--- src/rtl/ex_mem_pipe_reg_pkg.sv ---
// ex_mem_pipe_reg_pkg: shared widths, control-bit indices and payload sizing for the EX/MEM register
package ex_mem_pipe_reg_pkg;
   localparam int CTRL_W         = 5;
   localparam int CTRL_MEMREAD   = 0;
   localparam int CTRL_MEMWRITE  = 1;
   localparam int CTRL_BRANCH    = 2;
   localparam int CTRL_REGWRITE  = 3;
   localparam int CTRL_MEMTOREG  = 4;
   localparam int DEF_DATA_W     = 32;
   localparam int DEF_REG_ADDR_W = 5;
   function automatic int payloadW(input int dataW, input int regAddrW);
      return 2 + CTRL_W + 3 * dataW + regAddrW;
   endfunction
endpackage

--- src/rtl/ex_mem_pipe_reg_if.sv ---
// ex_mem_pipe_reg_if: EX-side handshake/payload and MEM-side handshake/registered payload
interface ex_mem_pipe_reg_if
   import ex_mem_pipe_reg_pkg::*;
#(
   parameter int DATA_W     = DEF_DATA_W,
   parameter int REG_ADDR_W = DEF_REG_ADDR_W
);
   logic                  in_valid, in_ready, flush;
   logic                  hit, zeroFlag;
   logic                  MemRead, MemWrite, Branch, RegWrite, MemToReg;
   logic [DATA_W-1:0]     branchTarget, ALUResult, readData2;
   logic [REG_ADDR_W-1:0] writeReg;
   logic                  out_valid, out_ready;
   logic                  hitOut, zeroFlagOut;
   logic                  MemReadOut, MemWriteOut, BranchOut, RegWriteOut, MemToRegOut;
   logic [DATA_W-1:0]     branchTargetOut, ALUResultOut, readData2Out;
   logic [REG_ADDR_W-1:0] writeRegOut;
   modport master (
      output in_valid, flush, hit, zeroFlag, MemRead, MemWrite, Branch, RegWrite, MemToReg,
             branchTarget, ALUResult, readData2, writeReg, out_ready,
      input  in_ready, out_valid, hitOut, zeroFlagOut, MemReadOut, MemWriteOut, BranchOut,
             RegWriteOut, MemToRegOut, branchTargetOut, ALUResultOut, readData2Out, writeRegOut
   );
   modport slave (
      input  in_valid, flush, hit, zeroFlag, MemRead, MemWrite, Branch, RegWrite, MemToReg,
             branchTarget, ALUResult, readData2, writeReg, out_ready,
      output in_ready, out_valid, hitOut, zeroFlagOut, MemReadOut, MemWriteOut, BranchOut,
             RegWriteOut, MemToRegOut, branchTargetOut, ALUResultOut, readData2Out, writeRegOut
   );
endinterface

--- src/rtl/ex_mem_pipe_reg_slot.sv ---
// ex_mem_pipe_reg_slot: one valid bit plus payload register with load and clear controls
module ex_mem_pipe_reg_slot #(
   parameter int W = 8
) (
   input  logic         clk,
   input  logic         rst_n,
   input  logic         load,
   input  logic         clear,
   input  logic [W-1:0] d,
   output logic         valid,
   output logic [W-1:0] q
);
   // load wins over clear so a slot drained this edge can be refilled; clear keeps the data
   always_ff @(posedge clk) begin
      if (!rst_n) begin
         valid <= 1'b0;
         q     <= '0;
      end else if (load) begin
         valid <= 1'b1;
         q     <= d;
      end else if (clear) begin
         valid <= 1'b0;
      end
   end
endmodule

--- src/rtl/ex_mem_pipe_reg.sv ---
// ex_mem_pipe_reg: EX/MEM pipeline register with valid/ready, flush, bubble zeroing and optional skid slot
module ex_mem_pipe_reg
   import ex_mem_pipe_reg_pkg::*;
#(
   parameter int DATA_W     = DEF_DATA_W,
   parameter int REG_ADDR_W = DEF_REG_ADDR_W,
   parameter bit SKID       = 1'b1
) (
   input logic               clk,
   input logic               rst_n,
   ex_mem_pipe_reg_if.slave  bus
);
   localparam int PW = payloadW(DATA_W, REG_ADDR_W);
   logic [CTRL_W-1:0] ctrlIn, ctrlOut;
   logic [PW-1:0]     inPayload, mainD, mainQ, skidQ;
   logic              mainValid, skidValid, accept, consume;
   logic              mainLoad, mainClear, skidLoad, skidClear;
   logic              hitQ, zeroQ;
   // gather the control bits into their indexed positions
   always_comb begin
      ctrlIn                = '0;
      ctrlIn[CTRL_MEMREAD]  = bus.MemRead;
      ctrlIn[CTRL_MEMWRITE] = bus.MemWrite;
      ctrlIn[CTRL_BRANCH]   = bus.Branch;
      ctrlIn[CTRL_REGWRITE] = bus.RegWrite;
      ctrlIn[CTRL_MEMTOREG] = bus.MemToReg;
   end
   assign inPayload = {bus.hit, bus.zeroFlag, ctrlIn, bus.branchTarget, bus.ALUResult, bus.readData2, bus.writeReg};
   assign bus.in_ready = SKID ? ~skidValid : (bus.out_ready | ~mainValid);
   assign accept    = bus.in_valid & bus.in_ready & ~bus.flush;
   assign consume   = mainValid & bus.out_ready;
   assign skidLoad  = SKID & accept & mainValid & ~bus.out_ready;
   assign mainLoad  = (accept & ~skidLoad) | (consume & skidValid & ~bus.flush);
   assign mainD     = skidValid ? skidQ : inPayload;
   assign mainClear = bus.flush | consume;
   assign skidClear = bus.flush | consume;
   ex_mem_pipe_reg_slot #(.W(PW)) mainSlot (
      .clk(clk), .rst_n(rst_n), .load(mainLoad), .clear(mainClear), .d(mainD), .valid(mainValid), .q(mainQ)
   );
   ex_mem_pipe_reg_slot #(.W(PW)) skidSlot (
      .clk(clk), .rst_n(rst_n), .load(skidLoad), .clear(skidClear), .d(inPayload), .valid(skidValid), .q(skidQ)
   );
   assign {hitQ, zeroQ, ctrlOut, bus.branchTargetOut, bus.ALUResultOut, bus.readData2Out, bus.writeRegOut} = mainQ;
   assign bus.out_valid   = mainValid;
   assign bus.hitOut      = hitQ & mainValid;
   assign bus.zeroFlagOut = zeroQ & mainValid;
   assign bus.MemReadOut  = ctrlOut[CTRL_MEMREAD] & mainValid;
   assign bus.MemWriteOut = ctrlOut[CTRL_MEMWRITE] & mainValid;
   assign bus.BranchOut   = ctrlOut[CTRL_BRANCH] & mainValid;
   assign bus.RegWriteOut = ctrlOut[CTRL_REGWRITE] & mainValid;
   assign bus.MemToRegOut = ctrlOut[CTRL_MEMTOREG] & mainValid;
endmodule

--- src/flat_wrapper.sv ---
// flat-port wrapper written by rule: the top's interface ports become plain ports
module ex_mem_pipe_reg_flat import ex_mem_pipe_reg_pkg::*;
#(
   parameter int DATA_W     = DEF_DATA_W,
   parameter int REG_ADDR_W = DEF_REG_ADDR_W,
   parameter bit SKID       = 1'b1
)
  (clk, rst_n, bus_in_valid, bus_flush, bus_hit, bus_zeroFlag, bus_MemRead, bus_MemWrite, bus_Branch, bus_RegWrite, bus_MemToReg, bus_branchTarget, bus_ALUResult, bus_readData2, bus_writeReg, bus_out_ready, bus_in_ready, bus_out_valid, bus_hitOut, bus_zeroFlagOut, bus_MemReadOut, bus_MemWriteOut, bus_BranchOut, bus_RegWriteOut, bus_MemToRegOut, bus_branchTargetOut, bus_ALUResultOut, bus_readData2Out, bus_writeRegOut);
  ex_mem_pipe_reg_if #(.DATA_W(DATA_W), .REG_ADDR_W(REG_ADDR_W)) bus_i ();
  input logic clk;
  input logic rst_n;
  input wire logic [$bits(bus_i.in_valid)-1:0] bus_in_valid;
  input wire logic [$bits(bus_i.flush)-1:0] bus_flush;
  input wire logic [$bits(bus_i.hit)-1:0] bus_hit;
  input wire logic [$bits(bus_i.zeroFlag)-1:0] bus_zeroFlag;
  input wire logic [$bits(bus_i.MemRead)-1:0] bus_MemRead;
  input wire logic [$bits(bus_i.MemWrite)-1:0] bus_MemWrite;
  input wire logic [$bits(bus_i.Branch)-1:0] bus_Branch;
  input wire logic [$bits(bus_i.RegWrite)-1:0] bus_RegWrite;
  input wire logic [$bits(bus_i.MemToReg)-1:0] bus_MemToReg;
  input wire logic [$bits(bus_i.branchTarget)-1:0] bus_branchTarget;
  input wire logic [$bits(bus_i.ALUResult)-1:0] bus_ALUResult;
  input wire logic [$bits(bus_i.readData2)-1:0] bus_readData2;
  input wire logic [$bits(bus_i.writeReg)-1:0] bus_writeReg;
  input wire logic [$bits(bus_i.out_ready)-1:0] bus_out_ready;
  output wire logic [$bits(bus_i.in_ready)-1:0] bus_in_ready;
  output wire logic [$bits(bus_i.out_valid)-1:0] bus_out_valid;
  output wire logic [$bits(bus_i.hitOut)-1:0] bus_hitOut;
  output wire logic [$bits(bus_i.zeroFlagOut)-1:0] bus_zeroFlagOut;
  output wire logic [$bits(bus_i.MemReadOut)-1:0] bus_MemReadOut;
  output wire logic [$bits(bus_i.MemWriteOut)-1:0] bus_MemWriteOut;
  output wire logic [$bits(bus_i.BranchOut)-1:0] bus_BranchOut;
  output wire logic [$bits(bus_i.RegWriteOut)-1:0] bus_RegWriteOut;
  output wire logic [$bits(bus_i.MemToRegOut)-1:0] bus_MemToRegOut;
  output wire logic [$bits(bus_i.branchTargetOut)-1:0] bus_branchTargetOut;
  output wire logic [$bits(bus_i.ALUResultOut)-1:0] bus_ALUResultOut;
  output wire logic [$bits(bus_i.readData2Out)-1:0] bus_readData2Out;
  output wire logic [$bits(bus_i.writeRegOut)-1:0] bus_writeRegOut;
  assign bus_i.in_valid = bus_in_valid;
  assign bus_i.flush = bus_flush;
  assign bus_i.hit = bus_hit;
  assign bus_i.zeroFlag = bus_zeroFlag;
  assign bus_i.MemRead = bus_MemRead;
  assign bus_i.MemWrite = bus_MemWrite;
  assign bus_i.Branch = bus_Branch;
  assign bus_i.RegWrite = bus_RegWrite;
  assign bus_i.MemToReg = bus_MemToReg;
  assign bus_i.branchTarget = bus_branchTarget;
  assign bus_i.ALUResult = bus_ALUResult;
  assign bus_i.readData2 = bus_readData2;
  assign bus_i.writeReg = bus_writeReg;
  assign bus_i.out_ready = bus_out_ready;
  assign bus_in_ready = bus_i.in_ready;
  assign bus_out_valid = bus_i.out_valid;
  assign bus_hitOut = bus_i.hitOut;
  assign bus_zeroFlagOut = bus_i.zeroFlagOut;
  assign bus_MemReadOut = bus_i.MemReadOut;
  assign bus_MemWriteOut = bus_i.MemWriteOut;
  assign bus_BranchOut = bus_i.BranchOut;
  assign bus_RegWriteOut = bus_i.RegWriteOut;
  assign bus_MemToRegOut = bus_i.MemToRegOut;
  assign bus_branchTargetOut = bus_i.branchTargetOut;
  assign bus_ALUResultOut = bus_i.ALUResultOut;
  assign bus_readData2Out = bus_i.readData2Out;
  assign bus_writeRegOut = bus_i.writeRegOut;
  ex_mem_pipe_reg #(.DATA_W(DATA_W), .REG_ADDR_W(REG_ADDR_W), .SKID(SKID)) u_core (.clk(clk), .rst_n(rst_n), .bus(bus_i));
endmodule
--- config.mk ---
export PLATFORM = sky130hd
export DESIGN_NAME = ex_mem_pipe_reg_flat
export DESIGN_NICKNAME = d
export VERILOG_FILES = /design/src/rtl/ex_mem_pipe_reg_pkg.sv /design/src/rtl/ex_mem_pipe_reg_if.sv /design/src/rtl/ex_mem_pipe_reg_slot.sv /design/src/rtl/ex_mem_pipe_reg.sv /design/src/flat_wrapper.sv
export SDC_FILE = /design/constraint.sdc
export NUM_CORES = 1
export LEC_CHECK = 0
export ABC_AREA = 1
export BUFFER_PORTS_ARGS = -buffer_cell sky130_fd_sc_hd__buf_2
export CORE_ASPECT_RATIO = 1.4
export CORE_MARGIN = 2
export CORE_UTILIZATION = 40
export CTS_BUF_LIST = sky130_fd_sc_hd__clkbuf_8 sky130_fd_sc_hd__clkbuf_16
export DETAILED_ROUTE_END_ITERATION = 7
export SETUP_SLACK_MARGIN = 0.1
export SLEW_MARGIN = 15
export SYNTH_ARGS = -nofsm -noshare
export SYNTH_HDL_FRONTEND = slang
export SYNTH_SLANG_ARGS = --single-unit
--- constraint.sdc ---
create_clock -name clk -period 1.2 [get_ports clk]
set_input_delay 0 -clock clk [delete_from_list [all_inputs] [get_ports clk]]
set_output_delay 0 -clock clk [all_outputs]
set_load 0.01 [all_outputs]
# == After elaboration in Yosys (flattened, before gate mapping) ==
# Index checks and enable logic that the tools add are counted.
# totals
register_bits,218
in_bits,113
output_inout_bits,110
word_cells,31
# op_classes
n_mux,4
bitwise,21
n_reduce_logical,2
# op_table
operator,n
$mux 108,1
$and 1x1->1,15
$not 1->1,4
$reduce_bool 2->1,2
$mux 1,3
$or 1x1->1,2

# == Longest topological paths before layout ==
# depth
ltp_word,9
ltp_mapped,9
depth_no_buf,7

# == By module ==
# From an unflattened synthesis, not the netlist that was laid out.
# unflattened
cells_unflattened,1320
area_unflattened_um2,8986.1
# modules_own_cells
mod,n_inst,cells_per_inst,area_each_um2,seq_area_each_um2
ex_mem_pipe_reg_slot,2,473,3777.4,2182.1
ex_mem_pipe_reg,1,374,1431.4,0.0

# == Worst setup path after synthesis ==
# No wires, ideal clock.
# synth_path
kind,flip-flop to flip-flop
startpoint,register u_core.mainSlot.valid
endpoint,register u_core.mainSlot.q[100]
setup_ns,0.113
arrival_time_ns,1.266
required_time_ns,1.087
path_slack_ns,-0.179
path_stages_with_launch,8
n_path_buf,2
synth_period_minus_slack_ns,1.379
path_cell_list,dfxtp_1 buf_2 nand3_1 nand2_2 nand2_2 buf_2 nor2_1 nor2_1
# synth_via
elab_chain_len,5
word_cells_on_any_way,8
cone_classes,bitwise (8)
# synth_rtl
item,line,rtl
from (decl),ex_mem_pipe_reg_slot.sv:10,"output logic valid,"
from (signal assigned),ex_mem_pipe_reg_slot.sv:16,valid <= 1'b0;
from (signal assigned),ex_mem_pipe_reg_slot.sv:19,valid <= 1'b1;
from (signal assigned),ex_mem_pipe_reg_slot.sv:22,valid <= 1'b0;
$and 1x1->1 (2 in series),ex_mem_pipe_reg.sv:32,assign skidLoad = SKID & accept & mainValid & ~bus.out_ready;
$not 1->1,ex_mem_pipe_reg.sv:33,assign mainLoad = (accept & ~skidLoad) | (consume & skidValid & ~bus.flush);
$and 1x1->1,ex_mem_pipe_reg.sv:33,
$or 1x1->1 (*),ex_mem_pipe_reg.sv:33,
to (signal assigned),ex_mem_pipe_reg_slot.sv:17,q <= '0;
to (signal assigned),ex_mem_pipe_reg_slot.sv:20,q <= d;
to (decl),ex_mem_pipe_reg_slot.sv:11,output logic [W-1:0] q
# Mark *: on every way between the ends. The rest lies on a longest branch, timed or not.
# A chain may end at the register's enable or synchronous reset.

# == Final worst setup path ==
# layout_path
startpoint,register u_core.skidSlot.valid
endpoint,register u_core.skidSlot.q[45]
# layout_via
elab_chain_len,5
# layout_rtl
item,line,rtl
from (decl),ex_mem_pipe_reg_slot.sv:10,
from (signal assigned),ex_mem_pipe_reg_slot.sv:16,
from (signal assigned),ex_mem_pipe_reg_slot.sv:19,
from (signal assigned),ex_mem_pipe_reg_slot.sv:22,
$not 1->1,ex_mem_pipe_reg.sv:29,assign bus.in_ready = SKID ? ~skidValid : (bus.out_ready | ~mainValid);
$and 1x1->1 (2 in series),ex_mem_pipe_reg.sv:30,assign accept = bus.in_valid & bus.in_ready & ~bus.flush;
$and 1x1->1 (2 in series),ex_mem_pipe_reg.sv:32,
to (signal assigned),ex_mem_pipe_reg_slot.sv:17,
to (signal assigned),ex_mem_pipe_reg_slot.sv:20,
to (decl),ex_mem_pipe_reg_slot.sv:11,
# Every way passes these cells.

==> flow_summary.html <==
<table>
<tr><th>Metric</th><th>Value</th></tr>
<tr><th colspan="2">Power</th></tr>
<tr><td>Sw Ratio</td><td>25.59%</td></tr>
<tr><td>P_sw</td><td>4.619 mW</td></tr>
<tr><td>Internal power of the cells</td><td>13.43 mW</td></tr>
<tr><td>LEAKAGE</td><td>roughly 7.9 nW</td></tr>
<tr><td>Peak supply drop</td><td>0.9785 mV</td></tr>
<tr><td>Sequential cell fraction of total power</td><td>42.9%</td></tr>
<tr><td>Clock network power share</td><td>42.6%</td></tr>
<tr><td>Power Density</td><td>1196 mW/mm2</td></tr>
<tr><td>Combinational Power Share</td><td>14.5%</td></tr>
<tr><th colspan="2">Global routing</th></tr>
<tr><td>Global-route wire length before repair</td><td>about 49 mm</td></tr>
<tr><td>Vias in the first global route</td><td>a little under 10k</td></tr>
<tr><td>Sum of overflow across all layers after global routing</td><td>0</td></tr>
<tr><td>Number of antenna violations at the first check in global routing</td><td>3</td></tr>
<tr><td>Overall global routing resource usage</td><td>21.56%</td></tr>
<tr><td>Largest net degree at the start of global routing</td><td>73</td></tr>
<tr><th colspan="2">Worst hold path</th></tr>
<tr><td>Worst hold path cell count</td><td>6</td></tr>
<tr><td>Capture endpoint of the worst hold path</td><td>u_core.mainSlot.q[7]</td></tr>
<tr><td>Path class of the lowest-slack min-delay path</td><td>input port to flop</td></tr>
<tr><td>Critical hold path startpoint</td><td>bus_out_ready</td></tr>
<tr><th colspan="2">Finish</th></tr>
<tr><td>Post-route cell area</td><td>0.01509 mm2</td></tr>
<tr><td>Footprint of the multi-input gates</td><td>around 0.0049 mm2</td></tr>
<tr><td>Share of cells above drive strength 1</td><td>22.80%</td></tr>
<tr><td>Area added between synthesis and finish</td><td>41.35%</td></tr>
<tr><td>Fillcell total</td><td>2,506</td></tr>
<tr><td>Sequential cell area</td><td>0.004372 mm2</td></tr>
<tr><td>Finished Core Util</td><td>about 58%</td></tr>
<tr><td>Nets</td><td>just over 2k</td></tr>
<tr><th colspan="2">Detailed routing</th></tr>
<tr><td>Number of optimization iterations in the first detailed-route pass</td><td>7</td></tr>
<tr><td>Top routing layer used</td><td>met5</td></tr>
<tr><td>Antenna Violating Nets Remaining</td><td>0</td></tr>
<tr><td>Total number of vias</td><td>approximately 11k</td></tr>
<tr><td>DR WL met3</td><td>2.175 mm</td></tr>
<tr><td>DR iter-0 viols</td><td>518</td></tr>
<tr><td>Routed metal-1 wirelength</td><td>14.10 mm</td></tr>
<tr><td>Routed wire length on met2</td><td>17.92 mm</td></tr>
<tr><td>Detailed-route vias per instance</td><td>4.722</td></tr>
<tr><td>Post-route DRC</td><td>0</td></tr>
<tr><td>Total wire length after detailed routing</td><td>35.10 mm</td></tr>
<tr><td>Wire length per cell</td><td>15.37 um</td></tr>
<tr><th colspan="2">Place</th></tr>
<tr><td>I/O Buffers</td><td>roughly 220</td></tr>
<tr><td>Placed instance area</td><td>approximately 0.012 mm2</td></tr>
<tr><td>Worst Setup Slack post-DPL</td><td>-151.0 ps</td></tr>
<tr><td>HPWL after detailed placement</td><td>18.89 mm</td></tr>
<tr><td>GPL Wtd Cong</td><td>0.8091</td></tr>
<tr><th colspan="2">Clocking</th></tr>
<tr><td>Worst-case clock buffer depth</td><td>3</td></tr>
<tr><td>Source-to-sink clock delay at the later pin of the worst-skew pair</td><td>520 ps</td></tr>
<tr><td>CTS sink cnt</td><td>approximately 220</td></tr>
<tr><td>Inserted Clock Buffers</td><td>24</td></tr>
<tr><td>CTS root buffer</td><td>clkbuf_16</td></tr>
<tr><td>Number of H-tree levels</td><td>1</td></tr>
<tr><td>Clock transition time at the flip-flop clock pins of the worst setup and hold paths</td><td>60 ps</td></tr>
<tr><td>Clock tree from TritonCTS</td><td>done</td></tr>
<tr><th colspan="2">Setup path</th></tr>
<tr><td>Data required time at the worst endpoint</td><td>1610 ps</td></tr>
<tr><td>Data arrival, critical path</td><td>1790 ps</td></tr>
<tr><td>Startpoint Class</td><td>flop</td></tr>
<tr><td>RR Startpoint</td><td>u_core.skidSlot.valid</td></tr>
<tr><td>R2R depth</td><td>6</td></tr>
<tr><td>Max FO, Critical Path</td><td>15</td></tr>
<tr><td>Worst reg2reg setup slack</td><td>-180 ps</td></tr>
<tr><td>Kind of critical path</td><td>flop to flop</td></tr>
<tr><td>Crit. End Element</td><td>flop</td></tr>
<tr><td>Capture instance of the worst register-to-register path</td><td>u_core.skidSlot.q[45]</td></tr>
<tr><th colspan="2">Flow run</th></tr>
<tr><td>Max_cap viols</td><td>0</td></tr>
<tr><th colspan="2">Timing</th></tr>
<tr><td>Final count of hold timing violations</td><td>0</td></tr>
<tr><td>Highest Clock Rate</td><td>726.1 MHz</td></tr>
<tr><td>RSZ-0062 raised after global routing</td><td>true</td></tr>
<tr><td>Final period util</td><td>114.8%</td></tr>
<tr><td>Minimum period implied by the final worst setup slack</td><td>1377 ps</td></tr>
<tr><td>Total of endpoints with negative setup slack in the final report</td><td>226</td></tr>
<tr><td>Worst-case headroom to the max-slew limit</td><td>approximately four fifths</td></tr>
<tr><td>Post-route worst setup slack</td><td>-177.3 ps</td></tr>
<tr><td>Final TNS setup</td><td>-26,240 ps</td></tr>
<tr><td>Number of max-slew violations in the final report</td><td>0</td></tr>
<tr><td>Final clock skew</td><td>6.699 ps</td></tr>
<tr><td>Worst Max-Slew Pin Slew</td><td>321.4 ps</td></tr>
<tr><th colspan="2">Die</th></tr>
<tr><td>Placeable Area</td><td>0.02619 mm2</td></tr>
<tr><td>Placement Rows</td><td>70</td></tr>
<tr><td>Die area</td><td>0.02803 mm2</td></tr>
<tr><td>Height of the die</td><td>between 150 and 200 um</td></tr>
<tr><td>Starting density of the core</td><td>40.76%</td></tr>
<tr><td>Die W</td><td>142.1 um</td></tr>
<tr><td>I/O pin count</td><td>223</td></tr>
<tr><th colspan="2">Synthesis</th></tr>
<tr><td>Number of distinct library cells after synthesis</td><td>18</td></tr>
<tr><td>Synthesized net count</td><td>1,804</td></tr>
<tr><td>Syn Inst Count</td><td>1,691</td></tr>
<tr><td>Post-synthesis sequential element count</td><td>218</td></tr>
<tr><td>Synth Area per Inst</td><td>6.313 um2</td></tr>
<tr><td>Combined area of all synthesized cells</td><td>0.01068 mm2</td></tr>
<tr><td>Seq/Total Area, Yosys</td><td>between 40 and 50%</td></tr>
<tr><td>Warning count from the yosys run</td><td>0</td></tr>
<tr><th colspan="2">Run status</th></tr>
<tr><td>Violated checks</td><td>negative setup slack</td></tr>
<tr><td>Outcome</td><td>complete, but fails checks</td></tr>
</table>
-- sequential cells by signal, indices dropped and copies added (netlist names) --
register               count
u_core.mainSlot.q        108
u_core.skidSlot.q        108
u_core.skidSlot.valid      1
u_core.mainSlot.valid      1
-- worst max-delay path by stage --
stage	startpoint	slack, ps	to	cells past startpoint
detailed placement	u_core.skidSlot.valid	-150	u_core.mainSlot.q[70]	7
floorplan	u_core.mainSlot.valid	-10	u_core.skidSlot.q[82]	9
CTS	u_core.skidSlot.valid	-140	bus_in_ready	4
finish	u_core.skidSlot.valid	-180	u_core.skidSlot.q[45]	6
global placement	u_core.skidSlot.valid	-110	u_core.mainSlot.q[66]	7
global route	u_core.skidSlot.valid	-260	u_core.skidSlot.q[45]	6
-- placed cells by master, fill, tap and decap left out, types with 2 or more instances in the layout --
master	netlist	final
o21ai_1	0	68
clkinv_2	0	2
clkbuf_8	0	7
nand2_2	3	4
nand3_4	0	4
diode_2	0	3
bufinv_16	0	2
dlygate4sd3_1	0	111
nand3_2	1	37
buf_6	3	9
buf_8	0	8
nor2_4	0	5
clkbuf_16	0	42
o21ai_0	108	37
nand2_8	0	3
bufbuf_16	0	2
buf_2	50	220
nand2_1	355	351
buf_16	0	9
dfxtp_1	218	216
nor2_2	1	31
nand3_1	111	71
buf_12	0	33
nor2_1	523	488
inv_8	0	2
buf_4	102	16
dfxtp_4	0	2
inv_1	164	167
o21ai_2	0	3
-- power by group through the flow --
stage	clock network [mW]	registers (mW)	logic [mW]
after global placement	0	7.88	2.00
after global routing	8.12	7.76	2.91
after CTS	7.83	7.73	2.41
after floorplan	0	7.83	1.56
after detailed placement	0	7.88	2.03
final	7.69	7.74	2.62
-- critical path: stages (launching register included) --
cell and delay (ps):
dfxtp_4 360, nor2_4 170, nand3_4 160, buf_12 190
buf_12 150, o21ai_0 160, nor2_1 70
-- cells in the mapped netlist --
cell | number | share of area [%]
a21boi_0 | 1 | 0.070
buf_1 | 5 | 0.18
buf_2 | 50 | 2.3
buf_4 | 102 | 7.2
buf_6 | 3 | 0.32
clkbuf_1 | 43 | 1.5
dfxtp_1 | 218 | 41
inv_1 | 164 | 5.8
inv_2 | 1 | 0.035
inv_4 | 1 | 0.059
nand2_1 | 355 | 12
nand2_2 | 3 | 0.18
nand3_1 | 111 | 5.2
nand3_2 | 1 | 0.094
nand4_4 | 1 | 0.20
nor2_1 | 523 | 18
nor2_2 | 1 | 0.059
o21ai_0 | 108 | 5.1
-- final cells by class --
cell class | count | share of cell area, %
flip-flops and latches | 218 | 28.97
clock buffers | 32 | 4.784
repair inverters | 1 | 0.07463
repair buffers | 425 | 26.19
inverters | 166 | 4.353
well taps | 324 | 2.687
multi-input cells | 1104 | 32.21
diodes | 3 | 0.04975
clock inverters | 10 | 0.6716
-- cell families after synthesis --
logic type | synth area share [%]
and+or+nand+nor | 36.60
buffers and inverters | 17.38
DFF | 40.88
AOI/OAI and AO/OA | 5.134
-- metal layers --
layer,up-vias,global-route usage [%]
met5,-,0
met4,2,5.926
met3,69,3.758
met2,324,39.08
met1,4894,26.05
li1,5492,-
-- metrics by stage --
step	power (mW)	hold WS [ps]	instances
after floorplan	9.389	164.2	1691
after global placement	9.881	265.2	2080
after detailed placement	9.911	272.2	2080
after CTS	17.96	1.435	2250
after global routing	18.79	93.36	2281
final	18.05	19.26	2283
-- repair_timing --
item	4_1_cts	5_1_grt
hold buffers	111	0
setup endpoints to repair	227	228
pin swaps	34	43
gates cloned	8	23
gates resized for setup	48	155
endpoints found under the hold margin	218	0
setup buffers	10	7
No activity file was read; power rests on OpenSTA's default activity.
